$ cat src/rtl/cpu_bus_pkg.sv
// Shared definitions for the CPU bus bridge: window base, state encoding,
// timeout defaults, register-index width and the latched request record.
// Optional timeout support is selected in the bridge by BUS_TIMEOUT_EN.
package cpu_bus_pkg;

  localparam int REG_IDX_W = 5;
  localparam int REG_COUNT = 1 << REG_IDX_W;

  localparam logic [31-REG_IDX_W:0] DEFAULT_REGFILE_BASE   = 27'h7000000;
  localparam int                    DEFAULT_TIMEOUT_CYCLES = 255;
  localparam logic [31:0]           DEFAULT_ERROR_DATA     = 32'hDEADBEEF;

  typedef enum logic [2:0] {
    IDLE,
    REG_ACCESS,
    MEM_REQUEST,
    MEM_WAIT,
    RESPOND
  } busState_t;

  // Everything the CPU presents with cpuTransactionBegin, held for the whole access.
  typedef struct packed {
    logic [31:0] address;
    logic [31:0] writeData;
    logic        writeEnable;
    logic [3:0]  writeMask;
  } cpuReq_t;

  // True when the address falls inside the 32-word register file window.
  function automatic logic inRegWindow(input logic [31:0] address,
                                       input logic [31-REG_IDX_W:0] base);
    return address[31:REG_IDX_W] == base;
  endfunction

endpackage

$ cat src/rtl/cpu_register_file.sv
// 32 x 32-bit general-purpose register file, entry 0 reads as zero.
// Latency: write lands on the clock edge, read is combinational.
// Backpressure: none, always ready; cleared synchronously by rst.
module cpu_register_file
  import cpu_bus_pkg::*;
(
  input  logic                 clk,
  input  logic                 rst,
  input  logic                 writeEnable,
  input  logic [REG_IDX_W-1:0] writeIndex,
  input  logic [31:0]          writeData,
  input  logic [REG_IDX_W-1:0] readIndex,
  output logic [31:0]          readData
);

  logic [31:0] regs [REG_COUNT];

  // Clear everything on reset; otherwise full-word writes, index 0 discarded.
  always_ff @(posedge clk) begin
    if (rst) begin
      for (int i = 0; i < REG_COUNT; i++) begin
        regs[i] <= '0;
      end
    end else if (writeEnable && (writeIndex != '0)) begin
      regs[writeIndex] <= writeData;
    end
  end

  assign readData = (readIndex == '0) ? 32'h0 : regs[readIndex];

endmodule

$ cat src/rtl/cpu_bus_bridge.sv
// CPU bus bridge: serves the register window locally, forwards the rest to memory.
// Latency: register access ends at N+2, memory access ends one cycle after memAcknowledge.
// Backpressure: begins are honoured only in IDLE; memRequest holds until acknowledged.
// BUS_TIMEOUT_EN adds a memAcknowledge timeout with ERROR_DATA reads and a sticky busError.
module cpu_bus_bridge
  import cpu_bus_pkg::*;
#(
`ifdef BUS_TIMEOUT_EN
  parameter int                    TIMEOUT_CYCLES = DEFAULT_TIMEOUT_CYCLES,
  parameter logic [31:0]           ERROR_DATA     = DEFAULT_ERROR_DATA,
`endif
  parameter logic [31-REG_IDX_W:0] REGFILE_BASE   = DEFAULT_REGFILE_BASE
) (
  input  logic        clk,
  input  logic        rst,
  input  logic [31:0] cpuAddress,
  input  logic [31:0] cpuWriteData,
  input  logic        cpuWriteEnable,
  input  logic [3:0]  cpuWriteMask,
  input  logic        cpuTransactionBegin,
  output logic [31:0] cpuReadData,
  output logic        cpuTransactionEnd,
  output logic [31:0] memAddress,
  output logic [31:0] memWriteData,
  output logic        memWriteEnable,
  output logic [3:0]  memWriteMask,
  output logic        memRequest,
  input  logic        memAcknowledge,
  input  logic [31:0] memReadData
`ifdef BUS_TIMEOUT_EN
  ,
  output logic        busError
`endif
);

  busState_t   state;
  busState_t   stateNext;
  cpuReq_t     req;
  logic        timeoutHit;
  logic        rfWrite;
  logic [31:0] rfReadData;

  // Register the FSM state; reset aborts any access in flight.
  always_ff @(posedge clk) begin
    if (rst) begin
      state <= IDLE;
    end else begin
      state <= stateNext;
    end
  end

  // Next-state decode.
  always_comb begin
    stateNext = state;
    case (state)
      IDLE: begin
        if (cpuTransactionBegin) begin
          stateNext = inRegWindow(cpuAddress, REGFILE_BASE) ? REG_ACCESS : MEM_REQUEST;
        end
      end
      REG_ACCESS:  stateNext = RESPOND;
      MEM_REQUEST: stateNext = MEM_WAIT;
      MEM_WAIT: begin
        // An acknowledge in the expiry cycle still counts as a normal completion.
        if (memAcknowledge || timeoutHit) begin
          stateNext = RESPOND;
        end
      end
      RESPOND:     stateNext = IDLE;
      default:     stateNext = IDLE;
    endcase
  end

  // Outputs decoded from state; memory fields stay zero while no request is open.
  always_comb begin
    cpuTransactionEnd = (state == RESPOND);
    memRequest        = (state == MEM_REQUEST) || (state == MEM_WAIT);
    memAddress        = memRequest ? req.address     : 32'h0;
    memWriteData      = memRequest ? req.writeData   : 32'h0;
    memWriteEnable    = memRequest ? req.writeEnable : 1'b0;
    memWriteMask      = memRequest ? req.writeMask   : 4'h0;
    rfWrite           = (state == REG_ACCESS) && req.writeEnable;
  end

  // Latch the request on an accepted begin and capture read results into cpuReadData.
  always_ff @(posedge clk) begin
    if (rst) begin
      req         <= '0;
      cpuReadData <= '0;
    end else begin
      if ((state == IDLE) && cpuTransactionBegin) begin
        req <= '{address:     cpuAddress,
                 writeData:   cpuWriteData,
                 writeEnable: cpuWriteEnable,
                 writeMask:   cpuWriteMask};
      end
      if ((state == REG_ACCESS) && !req.writeEnable) begin
        cpuReadData <= rfReadData;
      end
      if ((state == MEM_WAIT) && !req.writeEnable) begin
        if (memAcknowledge) begin
          cpuReadData <= memReadData;
        end
`ifdef BUS_TIMEOUT_EN
        else if (timeoutHit) begin
          cpuReadData <= ERROR_DATA;
        end
`endif
      end
    end
  end

`ifdef BUS_TIMEOUT_EN
  localparam int TO_W = $clog2(TIMEOUT_CYCLES) + 1;

  logic [TO_W-1:0] waitCount;

  // Count MEM_WAIT cycles; expiry fires on the last allowed cycle without an acknowledge.
  assign timeoutHit = (state == MEM_WAIT) && !memAcknowledge &&
                      (waitCount == TO_W'(TIMEOUT_CYCLES - 1));

  // Wait counter and sticky error flag; only rst clears busError.
  always_ff @(posedge clk) begin
    if (rst) begin
      waitCount <= '0;
      busError  <= 1'b0;
    end else begin
      waitCount <= (state == MEM_WAIT) ? waitCount + 1'b1 : '0;
      if (timeoutHit) begin
        busError <= 1'b1;
      end
    end
  end
`else
  assign timeoutHit = 1'b0;
`endif

  cpu_register_file regFile (
    .clk        (clk),
    .rst        (rst),
    .writeEnable(rfWrite),
    .writeIndex (req.address[REG_IDX_W-1:0]),
    .writeData  (req.writeData),
    .readIndex  (req.address[REG_IDX_W-1:0]),
    .readData   (rfReadData)
  );

endmodule

$ cat config.mk
export PLATFORM = sky130hd
export DESIGN_NAME = cpu_bus_bridge
export DESIGN_NICKNAME = d
export VERILOG_FILES = /design/src/rtl/cpu_bus_pkg.sv /design/src/rtl/cpu_register_file.sv /design/src/rtl/cpu_bus_bridge.sv
export SDC_FILE = /design/constraint.sdc
export NUM_CORES = 2
export LEC_CHECK = 0
export CORE_ASPECT_RATIO = 0.75
export CORE_MARGIN = 1
export CORE_UTILIZATION = 50
export CTS_CLUSTER_DIAMETER = 60
export DETAILED_ROUTE_END_ITERATION = 12
export GPL_TIMING_DRIVEN = 0
export HOLD_SLACK_MARGIN = 0.02
export PLACE_DENSITY = 0.66
export RECOVER_POWER = 50
export SYNTH_ARGS = -nofsm -noshare
export SYNTH_HDL_FRONTEND = slang
export SYNTH_SLANG_ARGS = --single-unit
$ cat constraint.sdc
create_clock -name clk -period 3.9 [get_ports clk]
set_clock_uncertainty 0.1 [all_clocks]
set_input_delay 1.17 -clock clk [delete_from_list [all_inputs] [get_ports clk]]
set_output_delay 1.17 -clock clk [all_outputs]
set_load 0.05 [all_outputs]
**Word-level counts from Yosys, hierarchy flattened**

Memories as Yosys holds them, arrays and structs flattened. A register that Yosys moved wholly into a read port is not among the register bits.
Index checks and enable logic that the tools add are counted.

- Muxes and demuxes: 22
- Reduce and logical (&&, ||, !) cells: 12
- Equality and inequality tests: 7

Operator list:

| kind | number |
|---|---|
| 32-bit 2-to-1 mux | 7 |
| 32-bit OR reduction | 1 |
| 27-bit == test (second input constant) | 1 |
| 5-bit 2-to-1 mux | 3 |
| 3-bit case mux with 4 select lines | 1 |
| 1-bit 2-to-1 mux | 7 |
| 3-bit by 2-bit == test with 1-bit output (second input constant) | 2 |
| 3-bit 2-to-1 mux | 2 |
| 1-bit logical AND | 5 |
| 5-bit logical NOT | 1 |
| 5-bit nonzero test | 1 |
| 4-bit 2-to-1 mux | 1 |
| 2-bit != test (second input constant) | 2 |
| 3-bit by 1-bit == test with 1-bit output (second input constant) | 1 |
| 3-bit == test (second input constant) | 1 |
| 3-bit logical NOT | 1 |
| 2-bit 2-to-1 mux | 1 |
| 2-bit AND reduction | 1 |
| 1-bit logical NOT | 1 |
| 1-bit logical OR | 1 |

- Word-level logic and storage cells: 48
- Bits in writable memories: 1024
- Flip-flop bits (word level): 104
- Input bits: 105
- Output and inout port bits: 103
- Memories: 1

Memory list:

| memory | depth | width | read ports | clocked after Yosys merged registers in | wr ports | RTL line | source |
|---|---|---|---|---|---|---|---|
| regFile.regs | 32 | 32 | 1 | 1 | 32 | cpu_register_file.sv:16 | `logic [31:0] regs [REG_COUNT];` |

**Logic depth before layout (Yosys ltp)**

- Depth in word-level cells: 8
- Mapped depth: 10
- Mapped depth without buffers: 6

**Modules after synthesis**

A second synthesis with hierarchy kept.

- Cells, all modules: 3536
- Area, all modules: 51097.8 um^2

By module, submodules not included:

| module | instances | area an instance (um^2) | cells each |
|---|---|---|---|
| cpu_register_file | 1 | 46437.0 | 2951 |
| cpu_bus_bridge | 1 | 4660.7 | 585 |

**Worst setup path before layout**

No wires, ideal clock.

- Path type: reg-to-output
- From: register state[1]
- To: output memWriteData[25]
- Arrival time: 1836 ps
- Stages on the path, launching flop included: 5
- Path buffers: 2
- Slack: 794 ps
- Data required time: 2630 ps
- Cells stage by stage: dfxtp_1 nor2b_1 clkbuf_1 clkbuf_1 and2_1

- Word-level cells in the longest chain between the ends: 3
- Elaborated cells on any way between the ends: 4
- Classes of those cells: eq/ne (2); mux (1); reduce/logical (1)

RTL lines:

| item | RTL line | source |
|---|---|---|
| from (decl) | cpu_bus_bridge.sv:36 | `busState_t state;` |
| from (signal assigned) | cpu_bus_bridge.sv:48 | `state <= stateNext;` |
| 3-bit by 2-bit == test with 1-bit output | cpu_bus_bridge.sv:77 | `memRequest = (state == MEM_REQUEST) \|\| (state == MEM_WAIT);` |
| 1-bit logical OR (*) | cpu_bus_bridge.sv:77 |  |
| via memRequest | cpu_bus_bridge.sv:27 | `output logic memRequest,` |
| 32-bit 2-to-1 mux (*) | cpu_bus_bridge.sv:79 | `memWriteData = memRequest ? req.writeData : 32'h0;` |
| to (decl) | cpu_bus_bridge.sv:24 | `output logic [31:0] memWriteData,` |

The timed path passes the listed nets; every way through them passes the cells marked *.

**Worst setup path in the final report**

- From: register state[1]
- To: output memWriteData[24]

- Word-level cells in the longest chain between the ends: 3
- Elaborated cells on any way between the ends: 4
- Classes of those cells: eq/ne (2); mux (1); reduce/logical (1)

RTL lines:

| item | RTL line |
|---|---|
| 3-bit by 2-bit == test with 1-bit output | cpu_bus_bridge.sv:77 |
| 1-bit logical OR (*) | cpu_bus_bridge.sv:77 |
| 32-bit 2-to-1 mux (*) | cpu_bus_bridge.sv:79 |

Mark *: on every way between the ends. The rest lies on a longest branch, timed or not.

==> PnR_summary.wiki <==
{| class="wikitable"
! Metric !! Value
|-
| Result of the run || complete, but fails checks
|-
| Failing checks || max-capacitance violations, max-slew violations
|-
| Max rail drop VDD || 0.351 mV
|-
| ANT nets after route || 0
|-
| Design area || 0.0589 mm2
|-
| Power per unit of standard cell area || 484 mW/mm2
|-
| Global router's overall resource usage || 0.294
|-
| Tightest Hold Check Type || reg -> reg
|-
| CP top delay family || buffers and inverters
|-
| Area share of the leading cell type in the synthesized netlist || 0.596
|-
| TritonCTS clock tree || yes
|-
| Area of placed instances || 0.0555 mm2
|-
| Routed length per placed instance || 27.3 um
|-
| Number of DRC markers in iteration 0 || 3897
|-
| Headroom to the max-slew limit || -0.0367
|-
| Total number of placement rows || 101
|-
| Fraction of synthesis flops using an asynchronous set or reset pin || 0
|-
| Min Clock Period, post-route || 3.88 ns
|-
| Buffer cell driving the clock tree root || clkbuf_16
|-
| Vias in the first global route || 31.9k
|-
| Total length of routed wires || 155000 um
|-
| Critical path startpoint || state[1]
|-
| Critical path cell sequence || nor2b_1, clkbuf_2, clkbuf_4, and2_1, clkdlybuf4s15_1
|-
| Cell with the most instances after synthesis || and2_1
|-
| CP endpoint kind || output port
|-
| CTS sink cnt || 1133
|-
| Internal reg-to-reg setup slack || 0.23 ns
|-
| HPWL Detailed || 112000 um
|-
| Sequential element share of the synthesized area || 0.638
|-
| Netlist Area Pre-Place || 0.0516 mm2
|-
| Buffers from clock root to sink, at most || 3
|-
| Synthesized area divided by synthesized cell count || 13.3 um2
|-
| Worst setup path end || memWriteData[24]
|-
| CP Max Fanout || 10
|-
| Worst EP arrival || 2.61 ns
|-
| Dominant cell type by area after synthesis || edfxtp_1
|-
| Pin slew with the least headroom to its limit || 1.56 ns
|-
| Pin count of the biggest net entering global routing || 33
|-
| Total of flip-flops plus latches after synthesis || 1133
|-
| Share of layout cells above drive strength 1 || 0.0909
|-
| Worst reg2reg path endpoint || cpuReadData[26]
|-
| Vertical extent of the die || 280 um
|-
| Crit path launch type || register
|-
| Path type of the worst setup path || reg -> out
|-
| Die boundary width || 373 um
|-
| Global-route wire length before repair || 220000 um
|-
| Number of levels in the clock H-tree || 3
|-
| Antenna violations before repair || 2
|-
| Yosys synthesis warning count || 0
|-
| Global placer's final weighted congestion || 0.931
|-
| Overall power || 28.5 mW
|-
| Count of buffers inserted at the top-level ports || 206
|-
| Post-CTS clock slew at the launch and capture registers of the worst setup and hold paths || 0.06 ns
|-
| Floorplan die area || 0.105 mm2
|-
| Final setup vio count || 0
|-
| Count of nets after finishing || 4335
|-
| DR pass1 iterations || 6
|-
| Max-capacitance violation count || 2
|-
| DR vias || 32.9k
|-
| Number of distinct library cells after synthesis || 41
|-
| Crit path buffers/inverters || 3
|-
| Count of final max-slew check failures || 22
|-
| CP peak stage delay || 0.50 ns
|-
| Worst r2r path cells || 9
|-
| RSZ-0062 raised after global routing || false
|-
| Peak clock frequency supported by timing || 258 MHz
|-
| Placeable core region || 0.102 mm2
|-
| Global route overflow || 0
|-
| Clock latency at the later pin of the worst-skew pair || 0.72 ns
|-
| Leakage || 20.5 nW
|-
| Most used flip-flop cell after synthesis || edfxtp_1
|-
| Number of buffers inserted during clock tree synthesis || 108
|-
| Starting density of the core || 0.507
|-
| Stages on the worst setup path || 5
|-
| CP Data Required Time || 2.63 ns
|-
| Hold_buf cts || 0
|-
| Leading cell types by total area after synthesis || edfxtp_1, and2_1, mux2i_1
|-
| Number of fill cells || 8196
|-
| Residual DRC count || 0
|-
| Final Hold Vio Count || 0
|-
| Number of enable-type register cells in the synthesized netlist || 1024
|-
| Number of cells produced by synthesis || 3882
|-
| Most instantiated cells after synthesis || and2_1, edfxtp_1, mux2i_1, clkbuf_1, a21oi_1
|-
| Period utilisation layout || 0.994
|-
| Number of top-level pins || 208
|-
| Critical-path cell with the highest stage delay || clkdlybuf4s15_1
|-
| Layout area overhead || 14.2%
|-
| Number of vias per cell || 5.81
|}
[stage by stage]
stage / TNS, ns / setup WS (ns) / std cells / utilization / hold WS, ns
2_1_floorplan: 0 / 0.794 / 3913 / - / 0.332
3_3_place_gp: -223.03 / -0.518 / 5458 / 0.545 / 0.338
3_5_place_dp: -315.91 / -0.585 / 5459 / 0.545 / 0.343
4_1_cts: 0 / 0.000895 / 5662 / 0.580 / 0.351
5_1_grt: 0 / 0.000419 / 5662 / 0.579 / 0.372
6_report: 0 / 0.0224 / 5665 / 0.579 / 0.351
[worst min-delay path by stage]
stage | start | to | slack [ns] | cells past startpoint
6_report | req[1] | req[1] | 0.35 | 2
4_1_cts | req[65] | req[65] | 0.35 | 2
3_5_place_dp | req[65] | req[65] | 0.34 | 2
3_3_place_gp | req[53] | req[53] | 0.34 | 2
5_1_grt | req[47] | req[47] | 0.37 | 2
2_1_floorplan | req[0] | req[0] | 0.33 | 2
[layout by cell type (no fill, tap or decap), types with 17 or more instances in the layout]
cell / n
buf_4: 27
mux4_2: 64
and2_0: 477
buf_2: 35
clkbuf_16: 112
nor2_1: 103
nand2_1: 179
mux2i_1: 416
clkbuf_1: 291
clkinv_2: 20
a22oi_1: 192
and2_1: 587
o21ai_1: 17
clkbuf_8: 20
clkbuf_2: 34
dfxtp_1: 109
dlygate4sd3_1: 35
conb_1: 32
dlygate4sd2_1: 19
a211oi_1: 31
clkdlybuf4s50_1: 101
edfxtp_1: 1024
a32oi_1: 32
or2_2: 30
a21oi_1: 196
[registers in the layout, indices dropped and copies added, names as in the netlist, named ones only]
| signal | count |
|---|---|
| cpuReadData | 32 |
| regFile.regs | 1024 |
| req | 69 |
| state | 3 |
[where the power goes]
part	internal [mW]	switching [mW]	leakage, nW	total [mW]
clock network	6.15	4.67	1.78	10.8
registers	13.7	0.276	11.4	14.0
logic	1.16	2.59	7.28	3.75
[layout make-up]
class | instances | area (um2) | share of cell area
Antenna cell | 3 | 7.51 | 0.000127
Timing Repair Buffer | 207 | 1930 | 0.0327
Multi-Input combinational cell | 2409 | 17000 | 0.288
Inverter | 3 | 11.3 | 0.000191
Clock inverter | 47 | 432 | 0.00732
Tap cell | 1339 | 1680 | 0.0284
Sequential cell | 1133 | 32900 | 0.559
Buffer | 368 | 1790 | 0.0304
Clock buffer | 156 | 3170 | 0.0538
[what timing repair did]
action | CTS | global route
gates resized for setup | 106 | 68
buffers inserted | 0 | 0
setup endpoints to repair | 70 | 101
[metal layers]
layer	vias up	global-route usage	wire length, um	share of wire
met5	-	0	0	0
met4	0	0.0811	4290	0.028
met2	1418	0.432	66700	0.43
met3	220	0.0645	14200	0.092
met1	16652	0.438	69500	0.45
li1	14637	-	-	-
[kinds of logic after synthesis]
family,after synthesis,share of synthesized area
simple gates,1411,0.157
flops,1133,0.638
compound gates,486,0.0608
mux,480,0.109
buf+inv,371,0.0347
other cells,1,0.0000727
[tightest hold or removal path, delay by kind of cell, from the launching register on]
family / cells / cell delay (ns)
compound gates: 1 / 0.05
flops: 1 / 0.31
simple gates: 1 / 0.05
(Power assumes the default switching activity.)
